`config.mk`:
```
export PLATFORM = sky130hd
export DESIGN_NAME = ysyx_23060187_rf_wb_arbiter_flat
export DESIGN_NICKNAME = d
export VERILOG_FILES = /design/src/rtl/ysyx_23060187_rf_wb_arbiter_if.sv /design/src/rtl/ysyx_23060187_rf_wb_arbiter.sv /design/src/flat_wrapper.sv
export SDC_FILE = /design/constraint.sdc
export NUM_CORES = 1
export LEC_CHECK = 0
export ABC_AREA = 0
export BUFFER_PORTS_ARGS = -buffer_cell sky130_fd_sc_hd__buf_2
export CAP_MARGIN = 20
export CORE_ASPECT_RATIO = 1.4
export CORE_MARGIN = 2
export CORE_UTILIZATION = 46
export CTS_CLUSTER_DIAMETER = 80
export DETAILED_ROUTE_END_ITERATION = 6
export PLACE_DENSITY = 0.76
export SLEW_MARGIN = 40
export SYNTH_ARGS = -nofsm -noshare
export SYNTH_HDL_FRONTEND = slang
export SYNTH_SLANG_ARGS = --single-unit
```
`constraint.sdc`:
```
create_clock -name clk -period 2.09 [get_ports clk]
set_clock_uncertainty 0.1 [all_clocks]
set_input_delay 0.1045 -clock clk [delete_from_list [all_inputs] [get_ports clk]]
set_output_delay 0.1045 -clock clk [all_outputs]
set_load 0.005 [all_outputs]
```
`src/rtl/ysyx_23060187_rf_wb_arbiter_if.sv`:
```
// Write-back bus bundle for the GPR write-port arbiter: IDU issue handshake,
// two write-back producers, the registered register-file write port and the
// scoreboard query pair.
//
// Handshake semantics (issue, req0, req1): a transfer happens in a cycle
// where valid && ready are both high at the rising clock edge. ready may be
// high while valid is low. A producer holding valid high with ready low must
// keep its addr/data stable until the transfer happens.
interface ysyx_23060187_rf_wb_arbiter_if #(
  parameter int ADDR_WIDTH = 5,
  parameter int DATA_WIDTH = 32
);
  logic                  issue_valid;
  logic [ADDR_WIDTH-1:0] issue_rd;
  logic                  issue_ready;

  logic                  req0_valid;
  logic [ADDR_WIDTH-1:0] req0_addr;
  logic [DATA_WIDTH-1:0] req0_data;
  logic                  req0_ready;

  logic                  req1_valid;
  logic [ADDR_WIDTH-1:0] req1_addr;
  logic [DATA_WIDTH-1:0] req1_data;
  logic                  req1_ready;

  logic                  rf_wen;
  logic [ADDR_WIDTH-1:0] rf_waddr;
  logic [DATA_WIDTH-1:0] rf_wdata;

  logic [ADDR_WIDTH-1:0] q_addr1;
  logic [ADDR_WIDTH-1:0] q_addr2;
  logic                  q_busy1;
  logic                  q_busy2;

  // Producer / IDU / register-file side.
  modport master (
    output issue_valid, issue_rd,
    output req0_valid, req0_addr, req0_data,
    output req1_valid, req1_addr, req1_data,
    output q_addr1, q_addr2,
    input  issue_ready, req0_ready, req1_ready,
    input  rf_wen, rf_waddr, rf_wdata,
    input  q_busy1, q_busy2
  );

  // Arbiter side.
  modport slave (
    input  issue_valid, issue_rd,
    input  req0_valid, req0_addr, req0_data,
    input  req1_valid, req1_addr, req1_data,
    input  q_addr1, q_addr2,
    output issue_ready, req0_ready, req1_ready,
    output rf_wen, rf_waddr, rf_wdata,
    output q_busy1, q_busy2
  );
endinterface

```
`src/rtl/ysyx_23060187_rf_wb_arbiter.sv`:
```
// GPR write-port owner: round-robin arbitration between EXU (req0) and LSU
// (req1) write-backs, one registered register-file write per cycle, and a
// per-register busy scoreboard used by IDU for RAW/WAW hazard checks.
module ysyx_23060187_rf_wb_arbiter #(
  parameter int ADDR_WIDTH = 5,
  parameter int DATA_WIDTH = 32
) (
  input  logic clk,
  input  logic rst,
  ysyx_23060187_rf_wb_arbiter_if.slave bus,
  output logic dbg_rr
);
  localparam int NREGS = 2 ** ADDR_WIDTH;

  logic                  rr_q, rr_d;
  logic                  rf_wen_q, rf_wen_d;
  logic [ADDR_WIDTH-1:0] rf_waddr_q, rf_waddr_d;
  logic [DATA_WIDTH-1:0] rf_wdata_q, rf_wdata_d;
  logic [NREGS-1:0]      busy_q, busy_d;

  logic                  grant0, grant1, fire;
  logic [ADDR_WIDTH-1:0] sel_addr;
  logic [DATA_WIDTH-1:0] sel_data;
  logic                  issue_ready;
  logic                  issue_fire;

  // Arbitration: a lone requester always wins; on a tie rr picks, and rr
  // then points at whoever did not win so the loser goes next.
  always_comb begin
    grant0   = bus.req0_valid && (!bus.req1_valid || !rr_q);
    grant1   = bus.req1_valid && (!bus.req0_valid || rr_q);
    fire     = grant0 || grant1;
    sel_addr = grant1 ? bus.req1_addr : bus.req0_addr;
    sel_data = grant1 ? bus.req1_data : bus.req0_data;
    rr_d     = rr_q;
    if (grant0) begin
      rr_d = 1'b1;
    end else if (grant1) begin
      rr_d = 1'b0;
    end
  end

  // Write stage: the winning request is registered; x0 writes are accepted
  // but never reach the register file. Address/data hold when idle.
  always_comb begin
    rf_wen_d   = fire && (sel_addr != '0);
    rf_waddr_d = rf_waddr_q;
    rf_wdata_d = rf_wdata_q;
    if (rf_wen_d) begin
      rf_waddr_d = sel_addr;
      rf_wdata_d = sel_data;
    end
  end

  // Issue gating: an instruction may not issue while an older write to the
  // same destination is still pending. busy_q[0] is always 0 so x0 is free.
  always_comb begin
    issue_ready = !busy_q[bus.issue_rd];
    issue_fire  = bus.issue_valid && issue_ready && (bus.issue_rd != '0);
  end

  // Scoreboard: clear on the edge the register file commits, then apply the
  // issue set so a newer pending writer to the same register wins.
  always_comb begin
    busy_d = busy_q;
    if (rf_wen_q) begin
      busy_d[rf_waddr_q] = 1'b0;
    end
    if (issue_fire) begin
      busy_d[bus.issue_rd] = 1'b1;
    end
    busy_d[0] = 1'b0;
  end

  // State registers; reset drops any staged write.
  always_ff @(posedge clk) begin
    if (rst) begin
      rr_q       <= 1'b0;
      rf_wen_q   <= 1'b0;
      rf_waddr_q <= '0;
      rf_wdata_q <= '0;
      busy_q     <= '0;
    end else begin
      rr_q       <= rr_d;
      rf_wen_q   <= rf_wen_d;
      rf_waddr_q <= rf_waddr_d;
      rf_wdata_q <= rf_wdata_d;
      busy_q     <= busy_d;
    end
  end

  assign bus.issue_ready = issue_ready;
  assign bus.req0_ready  = grant0;
  assign bus.req1_ready  = grant1;
  assign bus.rf_wen      = rf_wen_q;
  assign bus.rf_waddr    = rf_waddr_q;
  assign bus.rf_wdata    = rf_wdata_q;
  assign bus.q_busy1     = busy_q[bus.q_addr1];
  assign bus.q_busy2     = busy_q[bus.q_addr2];
  assign dbg_rr          = rr_q;
endmodule

```
`src/flat_wrapper.sv`:
```
// flat-port wrapper written by rule: the top's interface ports become plain ports
module ysyx_23060187_rf_wb_arbiter_flat 
#(
  parameter int ADDR_WIDTH = 5,
  parameter int DATA_WIDTH = 32
)
  (clk, rst, dbg_rr, bus_issue_valid, bus_issue_rd, bus_req0_valid, bus_req0_addr, bus_req0_data, bus_req1_valid, bus_req1_addr, bus_req1_data, bus_q_addr1, bus_q_addr2, bus_issue_ready, bus_req0_ready, bus_req1_ready, bus_rf_wen, bus_rf_waddr, bus_rf_wdata, bus_q_busy1, bus_q_busy2);
  ysyx_23060187_rf_wb_arbiter_if #(.ADDR_WIDTH(ADDR_WIDTH), .DATA_WIDTH(DATA_WIDTH)) bus_i ();
  input  logic clk;
  input  logic rst;
  output logic dbg_rr;
  input wire logic [$bits(bus_i.issue_valid)-1:0] bus_issue_valid;
  input wire logic [$bits(bus_i.issue_rd)-1:0] bus_issue_rd;
  input wire logic [$bits(bus_i.req0_valid)-1:0] bus_req0_valid;
  input wire logic [$bits(bus_i.req0_addr)-1:0] bus_req0_addr;
  input wire logic [$bits(bus_i.req0_data)-1:0] bus_req0_data;
  input wire logic [$bits(bus_i.req1_valid)-1:0] bus_req1_valid;
  input wire logic [$bits(bus_i.req1_addr)-1:0] bus_req1_addr;
  input wire logic [$bits(bus_i.req1_data)-1:0] bus_req1_data;
  input wire logic [$bits(bus_i.q_addr1)-1:0] bus_q_addr1;
  input wire logic [$bits(bus_i.q_addr2)-1:0] bus_q_addr2;
  output wire logic [$bits(bus_i.issue_ready)-1:0] bus_issue_ready;
  output wire logic [$bits(bus_i.req0_ready)-1:0] bus_req0_ready;
  output wire logic [$bits(bus_i.req1_ready)-1:0] bus_req1_ready;
  output wire logic [$bits(bus_i.rf_wen)-1:0] bus_rf_wen;
  output wire logic [$bits(bus_i.rf_waddr)-1:0] bus_rf_waddr;
  output wire logic [$bits(bus_i.rf_wdata)-1:0] bus_rf_wdata;
  output wire logic [$bits(bus_i.q_busy1)-1:0] bus_q_busy1;
  output wire logic [$bits(bus_i.q_busy2)-1:0] bus_q_busy2;
  assign bus_i.issue_valid = bus_issue_valid;
  assign bus_i.issue_rd = bus_issue_rd;
  assign bus_i.req0_valid = bus_req0_valid;
  assign bus_i.req0_addr = bus_req0_addr;
  assign bus_i.req0_data = bus_req0_data;
  assign bus_i.req1_valid = bus_req1_valid;
  assign bus_i.req1_addr = bus_req1_addr;
  assign bus_i.req1_data = bus_req1_data;
  assign bus_i.q_addr1 = bus_q_addr1;
  assign bus_i.q_addr2 = bus_q_addr2;
  assign bus_issue_ready = bus_i.issue_ready;
  assign bus_req0_ready = bus_i.req0_ready;
  assign bus_req1_ready = bus_i.req1_ready;
  assign bus_rf_wen = bus_i.rf_wen;
  assign bus_rf_waddr = bus_i.rf_waddr;
  assign bus_rf_wdata = bus_i.rf_wdata;
  assign bus_q_busy1 = bus_i.q_busy1;
  assign bus_q_busy2 = bus_i.q_busy2;
  ysyx_23060187_rf_wb_arbiter #(.ADDR_WIDTH(ADDR_WIDTH), .DATA_WIDTH(DATA_WIDTH)) u_core (.clk(clk), .rst(rst), .bus(bus_i), .dbg_rr(dbg_rr));
endmodule
```
==> results of run 1 <==
==> through the flow <==
step / TNS, ns / utilization [%] / std cells / area, um2 / total power [mW]
2_1_floorplan: 0 / - / 451 / 3960 / 1.84
3_3_place_gp: -0.214 / 57.0 / 672 / 4820 / 2.12
3_5_place_dp: -1.31 / 57.0 / 672 / 4820 / 2.13
4_1_cts: -0.553 / 70.1 / 761 / 5930 / 3.78
5_1_grt: -4.48 / 76.3 / 771 / 6460 / 4.09
6_report: -1.60 / 76.3 / 771 / 6460 / 3.97
==> area by class of cell <==
type	instances	area share [%]
inverter	2	0.116
timing repair buffer	236	27.1
tap	105	2.03
clock buffer	12	3.97
clock inverter	4	0.698
multi-input combinational	341	44.3
antenna	1	0.0388
sequential	70	21.8
==> cell usage after synthesis (2+ instances only) <==
library cell / number
or3b_2: 3
nor2b_1: 13
mux4_2: 22
or4_1: 2
nor4bb_1: 2
o32ai_1: 6
dfxtp_1: 70
buf_2: 2
mux2_2: 3
a311oi_1: 35
nand3_1: 5
nor2_1: 43
o21ai_0: 19
nor3_1: 2
a21oi_1: 5
or2_2: 3
nand2b_1: 3
o31ai_1: 13
nand2_1: 95
o41ai_1: 11
o22ai_1: 2
nand3b_1: 22
mux2i_1: 9
or3_1: 2
nor3b_1: 6
buf_1: 2
clkbuf_1: 33
==> timing repair <==
item	in CTS	in global routing
gates resized for setup	17	58
hold buffers	72	0
gates cloned	0	5
endpoints found under the setup margin	26	58
buffers inserted	1	4
endpoints found under the hold margin	38	0
pin swaps	3	25
==> worst min-delay path: stages <==
cell and delay, ns:
buf_2 0.09, a22oi_1 0.09, a21oi_2 0.13
==> logic make-up (layout without fill, tap and decap cells) <==
logic type / count (synthesis) / after routing / synth area share [%]
and+or+nand+nor: 208 / 208 / 25.9
muxes: 34 / 34 / 15.6
AOI/OAI and AO/OA: 99 / 99 / 19.1
buffers and inverters: 40 / 254 / 4.04
DFF: 70 / 70 / 35.4
other: 0 / 1 / 0
==> state kept, by name, indices dropped and copies added (netlist names) <==
signal	flops
u_core.bus.rf_waddr	5
u_core.bus.rf_wdata	32
u_core.bus.rf_wen	1
u_core.busy_q	31
u_core.dbg_rr	1
==> worst max path at each step <==
stage,slack (ns),endpoint,startpoint,cells past startpoint
after floorplan,0.009,u_core.busy_q[11],u_core.busy_q[22],6
after global placement,-0.03,u_core.busy_q[12],bus_issue_rd[1],7
after detailed placement,-0.15,u_core.busy_q[25],u_core.busy_q[22],6
after CTS,-0.23,bus_q_busy1,u_core.busy_q[6],5
after global routing,-0.28,bus_q_busy1,u_core.busy_q[6],5
final,-0.25,bus_q_busy1,u_core.busy_q[6],5
==> layer usage <==
| metal | share of wire [%] | wire [um] | global-route usage (%) | vias up |
|---|---|---|---|---|
| met5 | 0 | 0 | 0 | - |
| met4 | 5.7 | 991 | 20.0 | 0 |
| met3 | 11 | 1960 | 10.4 | 86 |
| met2 | 48 | 8410 | 53.2 | 393 |
| met1 | 35 | 6070 | 40.8 | 2332 |
| li1 | - | - | - | 2112 |
==> power groups by stage <==
stage	combinational [mW]	clock [mW]	sequential (mW)
after global routing	0.952	1.63	1.51
after detailed placement	0.617	0	1.52
after global placement	0.603	0	1.51
after floorplan	0.342	0	1.50
after CTS	0.729	1.56	1.49
final	0.900	1.57	1.50
==> qor.yml, run 1 <==
power:
  pwr-share-clk_pct: 39.6
  ir_worst_vdd_mv: 0.558
  switchingPower_mw: 1.15
  power_frac_seq_pct: 37.8
  p_int_mw: 2.83
  power.density_nw_per_um2: 615
  p_leak_nw: 2.70
  comb_power_share_pct: 22.6
  p_sw_share_pct: 28.9
critical_path:
  reg2reg_depth: 7
  crit_required_ns: 1.89
  reg2reg_slack_ns: -0.12
  reg2reg_to: "u_core.busy_q[13]"
  cp-start-kind: "flip-flop"
  arrival_ns: 2.13
  critPathMaxFanout: 3
  r2r-start: "u_core.busy_q[22]"
  max_stage_delay_ns: 0.49
  critical-path-slowest-cell: "mux4_2"
  crit_chain: "buf_6 > mux4_2 > mux4_2 > mux2_4 > buf_6"
  endpoint_kind: "output pin"
  crit_family: "multiplexers"
  path_buf_inv: 2
  path_class: "flip-flop to output pin"
final_layout:
  layout_common_cells: "buf_2 (135), nand2_1 (95), dlygate4sd3_1 (72)"
  area_delta_synth_final_pct: 62.9
  multiInputGateArea_um2: 2860
  drive_gt1_share_pct: 39.7
  final_common_cell: "buf_2"
  nFillCells: 495
  seqCellArea_um2: 1410
  nets: 754
synthesis:
  synth_cell_types: 45
  synth_top_cell_by_area: "dfxtp_1"
  yosys-top-cells-area: "dfxtp_1 (35%), mux4_2 (13%), nand2_1 (9.0%), a311oi_1 (7.7%), nand3b_1 (4.2%)"
  ys_warn_count: 0
  yosysSeqAreaShare_pct: 35.4
  synth_flop_cell: "dfxtp_1"
  ys_seq_elements: 70
  syn_inst: 451
  synth_edf_count: 0
  async_flop_share_pct: 0
  syn_area_per_cell_um2: 8.79
  syn-cell-area_um2: 3960
  syn-num-nets: 545
  synth_top_area_share_pct: 35.4
hold_path:
  whs_path_depth: 3
  hold_class: "input pin to flip-flop"
  min_to: "u_core.bus.rf_waddr[1]"
  min_from: "bus_req0_addr[1]"
clocking:
  clock_sinks: 70
  cts_tree: "done"
  cts_max_level: 3
  clk_latency_ns: 0.34
  cts_made_buffers: 9
  cts.path.max_buffers: 2
  clk_pin_slew_ns: 0.06
  root_buffer: "clkbuf_16"
floorplan:
  start_util_pct: 46.9
  die_w_um: 82.5
  chipHeight_um: 114
  core-area_um2: 8460
  pin_count: 138
  row_count: 40
  die-area_um2: 9390
timing:
  setup_viol: 22
  fmax_mhz: 428
  period_share_pct: 112
  whs_ns: 0.00556
  worst_slack_ns: -0.247
  min_period_ns: 2.34
  drv_slew: 0
  relSlewSlack_pct: 46.8
  worst_pin_slew_ns: 0.796
  rsz0062_at_grt: "yes"
  hold_viol_final: 0
placed_design:
  io_buffers: 137
  hpwl_um: 8870
  dp_slack_ns: -0.149
  place_congestion: 0.901
routing:
  drt_iter0_drc: 668
  antenna_left: 0
  vias: 4923
  drcViolationCount: 0
  vias_per_cell: 6.39
  routed_wl_um: 17400
  wl_per_cell_um: 22.6
  drt_pass1_iterations: 5
run:
  drv_cap: 0
grt:
  grt_remaining_overflow: 0
  grt_max_degree: 73
  grt_pass1_vias: 4790
  grtUsageTotal_pct: 34.2
  grt_pass1_wl_um: 24100
  antenna_found_initial: 1
outcome:
  status: "finished with violations"
  violations: "setup timing"
Power figures use the tool's default switching activity.
==> run 2, diff against run 1 <==
- SETUP_SLACK_MARGIN: unset -> 0.3
- SLEW_MARGIN: 40 -> 20
==> run 2 against run 1 <==
Net effect:
- hold slack got worse by 0.012 ns
- the run ends with hold timing, setup timing left
- first-iteration DRC count down 23%
- sequential share of layout area barely moved
- count of clock-buffer cells in the layout fell by 1
- register-to-register slack lost 0.12 ns
- routed wire length barely moved
- combinational power is 2.2% higher
- core utilization grew 0.46 points
- critical path type unchanged
==> qor.yml, run 2 (same netlist as run 1, synthesis figures left out) <==
floorplan:
  start_util_pct: 46.9
  die-area_um2: 9390
  pin_count: 138
  row_count: 40
  core-area_um2: 8460
  chipHeight_um: 114
  die_w_um: 82.5
clocking:
  clk_pin_slew_ns: 0.05
  cts_tree: "done"
  clock_sinks: 70
  cts_made_buffers: 9
  cts.path.max_buffers: 2
  root_buffer: "clkbuf_16"
  clk_latency_ns: 0.33
  cts_max_level: 3
timing:
  relSlewSlack_pct: 45.7
  min_period_ns: 2.35
  drv_slew: 0
  whs_ns: -0.00664
  worst_slack_ns: -0.263
  worst_pin_slew_ns: 0.812
  hold_viol_final: 1
  fmax_mhz: 425
  period_share_pct: 113
  setup_viol: 34
  rsz0062_at_grt: "yes"
critical_path:
  reg2reg_slack_ns: -0.24
  critical-path-slowest-cell: "mux4_2"
  crit_required_ns: 1.89
  endpoint_kind: "output pin"
  r2r-start: "u_core.busy_q[22]"
  reg2reg_depth: 7
  cp-start-kind: "flip-flop"
  max_stage_delay_ns: 0.56
  path_class: "flip-flop to output pin"
  critPathMaxFanout: 4
  arrival_ns: 2.15
  path_common_cell: "mux4_2"
  crit_chain: "mux4_2 > mux4_2 > mux2_4 > buf_6"
  reg2reg_to: "u_core.busy_q[25]"
routing:
  wl_per_cell_um: 22.5
  antenna_left: 0
  drcViolationCount: 0
  drt_iter0_drc: 517
  drt_pass1_iterations: 5
  routed_wl_um: 17400
  vias_per_cell: 6.47
  vias: 5006
power:
  p_leak_nw: 2.72
  power_frac_seq_pct: 39.3
  ir_worst_vdd_mv: 0.560
  pwr-share-clk_pct: 36.6
  p_sw_share_pct: 29.4
  p_int_mw: 2.69
  comb_power_share_pct: 24.2
  switchingPower_mw: 1.12
  power.density_nw_per_um2: 586
hold_path:
  hold_class: "input pin to flip-flop"
  min_from: "bus_req1_addr[0]"
  min_to: "u_core.bus.rf_waddr[0]"
  whs_path_depth: 3
final_layout:
  stdcell_count: 774
  layout_common_cells: "buf_2 (135), nand2_1 (95), dlygate4sd3_1 (72)"
  nets: 757
  final_common_cell: "buf_2"
  drive_gt1_share_pct: 40.1
  area_delta_synth_final_pct: 63.9
  largest_reg_flops: 32
  post-route-cell-area_um2: 6500
grt:
  grt_remaining_overflow: 0
  grtUsageTotal_pct: 34.9
  grt_max_degree: 69
  grt_pass1_vias: 4855
  antenna_found_initial: 1
  grt_pass1_wl_um: 24600
placed_design:
  placed_cell_area_um2: 4950
  hpwl_um: 9260
  dp_cells: 673
  io_buffers: 137
  place_congestion: 0.947
outcome:
  status: "finished with violations"
  violations: "hold timing, setup timing"
run:
  drv_cap: 0
[run 2: worst max-delay path by stage]
stage | startpoint | to | slack (ns)
floorplan | u_core.busy_q[22] | u_core.busy_q[19] | 0.11
global placement | u_core.busy_q[22] | u_core.busy_q[17] | 0.06
detailed placement | u_core.busy_q[22] | u_core.busy_q[19] | -0.03
CTS | u_core.busy_q[6] | bus_q_busy2 | -0.20
global route | u_core.busy_q[6] | bus_q_busy2 | -0.33
finish | u_core.busy_q[30] | bus_q_busy2 | -0.26
[run 2: per-layer routing]
layer  vias up  track usage [%]  routed length [um]
met3        93             11.0                1810
li1       2128                -                   -
met1      2363             39.6                6050
met4         0             23.3                1010
met5         -                0                   0
met2       422             54.9                8540
[run 2: worst max-delay path: cells and delay by family, from the launching register on]
kind,cells,cell delay (ns)
mux,3,1.35
flops,1,0.36
buf+inv,1,0.11
[run 2: power by group through the flow]
stage	Clock (mW)	Sequential [mW]	Combinational, mW
floorplan	0	1.50	0.362
global placement	0	1.51	0.616
detailed placement	0	1.51	0.632
CTS	1.38	1.48	0.791
global route	1.46	1.50	0.969
finish	1.39	1.50	0.920
[run 2: cell type report]
type | instances | area [um2]
diodes | 1 | 2.50
multi-input cells | 341 | 2870
repair buffers | 239 | 1810
fillers | 500 | 1960
well taps | 105 | 131
inverters | 2 | 7.51
clock inverters | 5 | 25.0
clock buffers | 11 | 243
flip-flops and latches | 70 | 1410
[run 2: through the flow]
step                setup WS [ns]  hold slack (ns)  util (%)  TNS, ns  total power [mW]
floorplan                   0.109            0.156         -        0              1.86
global placement           0.0607            0.268      58.6        0              2.12
detailed placement        -0.0253            0.277      58.6  -0.0543              2.14
CTS                        -0.205          0.00745      73.1    -5.26              3.66
global route               -0.325         -0.00115      76.8    -8.90              3.93
finish                     -0.263         -0.00664      76.8    -6.39              3.81
[run 2: timing repair]
action	4_1_cts	5_1_grt
endpoints found under the setup margin	36	71
gates cloned	3	3
hold buffers	72	0
resized for setup	24	46
pin swaps	4	10
endpoints found under the hold margin	37	0
setup buffers	2	4
